`config.mk`:
```
export PLATFORM = sky130hd
export DESIGN_NAME = tail_light_sched_flat
export DESIGN_NICKNAME = d
export VERILOG_FILES = /design/src/rtl/tail_light_sched_pkg.sv /design/src/rtl/tail_light_sched_if.sv /design/src/rtl/tail_light_sched_step_prescaler.sv /design/src/rtl/tail_light_sched.sv /design/src/flat_wrapper.sv
export SDC_FILE = /design/constraint.sdc
export NUM_CORES = 1
export LEC_CHECK = 0
export BUFFER_PORTS_ARGS = -buffer_cell sky130_fd_sc_hd__buf_2
export CAP_MARGIN = 20
export CORE_UTILIZATION = 60
export CTS_CLUSTER_DIAMETER = 100
export CTS_CLUSTER_SIZE = 16
export DETAILED_ROUTE_END_ITERATION = 16
export GPL_TIMING_DRIVEN = 0
export PLACE_DENSITY = 0.82
export SYNTH_ARGS = -nofsm -noshare
export SYNTH_HDL_FRONTEND = slang
export SYNTH_SLANG_ARGS = --single-unit
```
`constraint.sdc`:
```
create_clock -name clk -period 2.8 [get_ports clk]
set_clock_uncertainty 0.05 [all_clocks]
set_input_delay 0 -clock clk [delete_from_list [all_inputs] [get_ports clk]]
set_output_delay 0 -clock clk [all_outputs]
set_load 0.02 [all_outputs]
```
`src/rtl/tail_light_sched_pkg.sv`:
```
// Shared state encoding, lamp patterns and the brake-overlay helper for the tail-light scheduler.
package tail_light_pkg;

  localparam int DIV_DEFAULT = 4;

  typedef enum logic [3:0] {
    S_IDLE  = 4'd0,
    S_L1    = 4'd1,
    S_L2    = 4'd2,
    S_L3    = 4'd3,
    S_R1    = 4'd4,
    S_R2    = 4'd5,
    S_R3    = 4'd6,
    S_H_ON  = 4'd7,
    S_H_OFF = 4'd8
  } state_t;

  localparam logic [2:0] LAMP_OFF = 3'b000;
  localparam logic [2:0] LAMP_P1  = 3'b001;
  localparam logic [2:0] LAMP_P2  = 3'b011;
  localparam logic [2:0] LAMP_P3  = 3'b111;

  // A side that is not running a turn pattern lights fully while braking.
  function automatic logic [2:0] side_out(logic [2:0] pat, logic turning, logic brk);
    return (brk && !turning) ? LAMP_P3 : pat;
  endfunction

endpackage

```
`src/rtl/tail_light_sched_if.sv`:
```
// Request inputs and lamp outputs of the tail-light scheduler, grouped as one bundle.
interface tail_light_sched_if;
  logic       left_req;
  logic       right_req;
  logic       hazard_req;
  logic       brake;
  logic [2:0] l;
  logic [2:0] r;
  logic       busy;
  logic       step;

  modport master (output left_req, right_req, hazard_req, brake,
                  input  l, r, busy, step);
  modport slave  (input  left_req, right_req, hazard_req, brake,
                  output l, r, busy, step);
endinterface

```
`src/rtl/tail_light_sched_step_prescaler.sv`:
```
// Free-running step prescaler: counts 0..DIV-1 and strobes step on the last count.
module step_prescaler
  import tail_light_pkg::*;
#(
  parameter int DIV = DIV_DEFAULT,
  parameter int CW  = 16
) (
  input  logic clk,
  input  logic reset,
  output logic step
);

  localparam logic [CW-1:0] LAST = CW'(DIV - 1);

  logic [CW-1:0] r_cnt;

  always_ff @(posedge clk or posedge reset) begin
    if (reset)              r_cnt <= '0;
    else if (r_cnt == LAST) r_cnt <= '0;
    else                    r_cnt <= r_cnt + 1'b1;
  end

  assign step = (r_cnt == LAST);

endmodule

```
`src/rtl/tail_light_sched.sv`:
```
// Tail-light scheduler: arbitrates turn/hazard requests once per step and decodes lamps with brake overlay.
module tail_light_sched
  import tail_light_pkg::*;
#(
  parameter int DIV = DIV_DEFAULT,
  parameter int CW  = 16
) (
  input  logic              clk,
  input  logic              reset,
  tail_light_sched_if.slave bus
);

  logic       w_step;
  state_t     w_next;
  state_t     r_state;
  logic       r_brake_q;
  logic       r_busy;
  logic [2:0] w_l_pat;
  logic [2:0] w_r_pat;
  logic       w_l_turn;
  logic       w_r_turn;

  step_prescaler #(.DIV(DIV), .CW(CW)) u_prescaler (
    .clk   (clk),
    .reset (reset),
    .step  (w_step)
  );

  // Requests are only looked at from IDLE; running sequences always complete.
  always_comb begin
    w_next = r_state;
    case (r_state)
      S_IDLE: begin
        if (bus.hazard_req || (bus.left_req && bus.right_req)) w_next = S_H_ON;
        else if (bus.left_req)                                 w_next = S_L1;
        else if (bus.right_req)                                w_next = S_R1;
        else                                                   w_next = S_IDLE;
      end
      S_L1:    w_next = S_L2;
      S_L2:    w_next = S_L3;
      S_L3:    w_next = S_IDLE;
      S_R1:    w_next = S_R2;
      S_R2:    w_next = S_R3;
      S_R3:    w_next = S_IDLE;
      S_H_ON:  w_next = S_H_OFF;
      S_H_OFF: w_next = S_IDLE;
      default: w_next = S_IDLE;
    endcase
  end

  always_ff @(posedge clk or posedge reset) begin
    if (reset) begin
      r_state   <= S_IDLE;
      r_busy    <= 1'b0;
      r_brake_q <= 1'b0;
    end else begin
      r_brake_q <= bus.brake;
      if (w_step) begin
        r_state <= w_next;
        r_busy  <= (w_next != S_IDLE);
      end
    end
  end

  always_comb begin
    w_l_pat  = LAMP_OFF;
    w_r_pat  = LAMP_OFF;
    w_l_turn = 1'b0;
    w_r_turn = 1'b0;
    case (r_state)
      S_L1:   begin w_l_pat = LAMP_P1; w_l_turn = 1'b1; end
      S_L2:   begin w_l_pat = LAMP_P2; w_l_turn = 1'b1; end
      S_L3:   begin w_l_pat = LAMP_P3; w_l_turn = 1'b1; end
      S_R1:   begin w_r_pat = LAMP_P1; w_r_turn = 1'b1; end
      S_R2:   begin w_r_pat = LAMP_P2; w_r_turn = 1'b1; end
      S_R3:   begin w_r_pat = LAMP_P3; w_r_turn = 1'b1; end
      S_H_ON: begin w_l_pat = LAMP_P3; w_r_pat = LAMP_P3; end
      default: begin
        w_l_pat = LAMP_OFF;
        w_r_pat = LAMP_OFF;
      end
    endcase
  end

  assign bus.l    = side_out(w_l_pat, w_l_turn, r_brake_q);
  assign bus.r    = side_out(w_r_pat, w_r_turn, r_brake_q);
  assign bus.busy = r_busy;
  assign bus.step = w_step;

endmodule
```
`src/flat_wrapper.sv`:
```
// flat-port wrapper written by rule: the top's interface ports become plain ports
module tail_light_sched_flat import tail_light_pkg::*;
#(
  parameter int DIV = DIV_DEFAULT,
  parameter int CW  = 16
)
  (clk, reset, bus_left_req, bus_right_req, bus_hazard_req, bus_brake, bus_l, bus_r, bus_busy, bus_step);
  tail_light_sched_if bus_i ();
  input  logic clk;
  input  logic reset;
  input wire logic [$bits(bus_i.left_req)-1:0] bus_left_req;
  input wire logic [$bits(bus_i.right_req)-1:0] bus_right_req;
  input wire logic [$bits(bus_i.hazard_req)-1:0] bus_hazard_req;
  input wire logic [$bits(bus_i.brake)-1:0] bus_brake;
  output wire logic [$bits(bus_i.l)-1:0] bus_l;
  output wire logic [$bits(bus_i.r)-1:0] bus_r;
  output wire logic [$bits(bus_i.busy)-1:0] bus_busy;
  output wire logic [$bits(bus_i.step)-1:0] bus_step;
  assign bus_i.left_req = bus_left_req;
  assign bus_i.right_req = bus_right_req;
  assign bus_i.hazard_req = bus_hazard_req;
  assign bus_i.brake = bus_brake;
  assign bus_l = bus_i.l;
  assign bus_r = bus_i.r;
  assign bus_busy = bus_i.busy;
  assign bus_step = bus_i.step;
  tail_light_sched #(.DIV(DIV), .CW(CW)) u_core (.clk(clk), .reset(reset), .bus(bus_i));
endmodule
```
==> results.sh <==
export IMPL_worstSetupStartpoint="u_core.u_prescaler.r_cnt[0]"
export IMPL_io_pins=14
export IMPL_design_area_mm2=0.001313
export IMPL_leakage_nw=0.6185
export IMPL_groute_usage_overall_pct=22.34
export IMPL_fin_ws_ns=0.9417
export IMPL_final_common_cell="dfrtp_1"
export IMPL_synth_cell_types=35
export IMPL_critPathMaxFanout=10
export IMPL_cts_tree="built"
export IMPL_final_setup_tns_ns=0
export IMPL_n_fill_cell=143
export IMPL_synthesis_area_mm2=0.001160
export IMPL_fp_row_count=15
export IMPL_die_h_um=45.97
export IMPL_crit_type="register to output pin"
export IMPL_finalHoldViolCount=0
export IMPL_synth_net_count=115
export IMPL_port_buffers=13
export IMPL_clockBufferDepth=2
export IMPL_n_antenna_cell=0
export IMPL_coreArea_mm2=0.001764
export IMPL_drv_cap=0
export IMPL_worstPathRequired_ns=2.75
export IMPL_final_core_util_pct=74.40
export IMPL_fin_crit_ns=1.858
export IMPL_finalMaxSlewViolations=0
export IMPL_arrival_ns=1.81
export IMPL_drt_first_iter_violations=18
export IMPL_final_nets=135
export IMPL_avgSynthCellArea_um2=10.74
export IMPL_fin_crit_sh_pct=66.37
export IMPL_wire_per_inst_um=13.28
export IMPL_numCtsBuffers=3
export IMPL_setup_violations=0
export IMPL_place_area_mm2=0.001256
export IMPL_fmax_ghz=0.5381
export IMPL_start_util_pct=65.74
export IMPL_layout_cells_non_filler=152
export IMPL_power_density_mw_per_mm2=698.1
export IMPL_synthCells=108
export IMPL_postCtsSetupBuffers=0
export IMPL_synthFlopType="dfrtp_1"
export IMPL_end_kind="output pin"
export IMPL_antenna_found_initial=0
export IMPL_synth_edf_count=0
export IMPL_min_path_type="input port to register"
export IMPL_slew_headroom_pct=46.33
export IMPL_grt_first_pass_wirelength_um=3312
export IMPL_dieWidth_um=45.97
export IMPL_drt_pass1_iterations=4
export IMPL_startpoint_type="register"
export IMPL_vias=840
export IMPL_cts_root_buf="clkbuf_4"
export IMPL_dp_slack_ns=1.027
export IMPL_rsz0062_at_grt="no"
export IMPL_drcViolationCount=0
export IMPL_status="complete, no violations"
export IMPL_area_growth_pct=13.16
export IMPL_gp_congestion=0.7233
export IMPL_p_total_mw=0.9162
export IMPL_grt_ovfl_total=0
export IMPL_htree_num_levels=1
export IMPL_regToRegStartpoint="u_core.u_prescaler.r_cnt[0]"
export IMPL_hpwl_um=1462
export IMPL_dpl_cell_count=146
export IMPL_synth_async_reset_ratio_pct=100.0
export IMPL_grt_max_degree=23
export IMPL_layout_common_cells="dfrtp_1, buf_2, nand2_1, xnor2_1"
export IMPL_drive_gt1_share_pct=24.41
export IMPL_irDropWorstVdd_mv=0.6713
export IMPL_wirelength_um=2019
export IMPL_synth_warnings=0
export IMPL_ys_seq_area_share_pct=47.46
export IMPL_min_from="bus_hazard_req"
export IMPL_whs_ns=0.05290
export IMPL_worst_pin_slew_ns=0.8041
export IMPL_via_per_inst=5.526
export IMPL_cts_clk_slew_worst_paths_ns=0.12
export IMPL_worstSkewPairLatency_ns=0.31
export IMPL_die_area_mm2=0.002113
export IMPL_ys_ff_latch=22
export IMPL_ant_nets=0
export IMPL_first_global_vias=743
export IMPL_cts_sinks=22
## repair_timing
action                                 4_1_cts  5_1_grt
resized for setup                            0        0
endpoints found under the hold margin       23        0
hold buffers                                 2        0
## layout make-up
cell class	count	area [um2]	area share, %
multi-input combinational	78	575.6	43.85
inverter	6	23.77	1.811
buffer	2	10.01	0.7626
tap	25	31.28	2.383
timing repair buffer	15	85.08	6.482
sequential	22	550.5	41.94
clock buffer	4	36.28	2.765
## where the power goes
part | internal (mW) | switching, mW
sequential | 0.347 | 0.0341
clock | 0.0794 | 0.0916
combinational | 0.147 | 0.218
total | 0.573 | 0.343
## registers in the layout, summed over array words and instances, names as in the netlist
register,flops
u_core.bus.busy,1
u_core.r_brake_q,1
u_core.r_state,4
u_core.u_prescaler.r_cnt,16
## synth_stat cells (2+ instances only)
cell type / n / area [um2]
o21ai_1: 3 / 15.01
nor4_4: 2 / 42.54
nand3_1: 7 / 35.03
a211o_1: 2 / 17.52
buf_2: 2 / 10.01
dfrtp_1: 22 / 550.5
a21oi_1: 3 / 15.01
nor3_1: 4 / 20.02
o21ai_0: 2 / 10.01
inv_1: 4 / 15.01
mux2_2: 3 / 33.78
and3_1: 2 / 12.51
xor2_1: 5 / 43.79
nor2_1: 7 / 26.28
xnor2_1: 9 / 78.83
nand4_1: 2 / 12.51
nand2_1: 11 / 41.29
## critical path: stages (launching register included)
cell	delay (ns)
dfrtp_1	0.40
ha_1	0.28
nor4b_4	0.29
nand4_4	0.22
clkinv_2	0.14
buf_2	0.17
## final timing paths
kind                       depth (start not counted)  slack (ns)                           to
max in group asynchronous                          3        1.86  u_core.u_prescaler.r_cnt[8]
max reg2reg                                        5        0.99              u_core.bus.busy
max                                                5        0.94                     bus_step
min in group asynchronous                          3        0.34  u_core.u_prescaler.r_cnt[5]
min reg2reg                                        1        0.43  u_core.u_prescaler.r_cnt[0]
min                                                4        0.05            u_core.r_state[1]
## routing by layer
layer | up-vias | share of wire, % | global-route usage [%]
met1 | 391 | 47 | 32.65
met4 | 0 | 0 | 3.529
li1 | 425 | - | -
met3 | 0 | 5.2 | 8.333
met2 | 24 | 47 | 32.11
met5 | - | 0 | 0
## kinds of logic (layout without fill, tap and decap cells)
logic type                 after synthesis  count (layout)  share of synthesized area (%)
adders and majority gates                2               2                          1.942
xor gates and xnor gates                14              14                          10.57
DFF                                     22              22                          47.47
and+or+nand+nor                         44              44                          25.78
AOI/OAI and AO/OA                       15              15                          8.415
buffers and inverters                    8              27                          2.912
muxes                                    3               3                          2.912
Power figures use the tool's default switching activity.
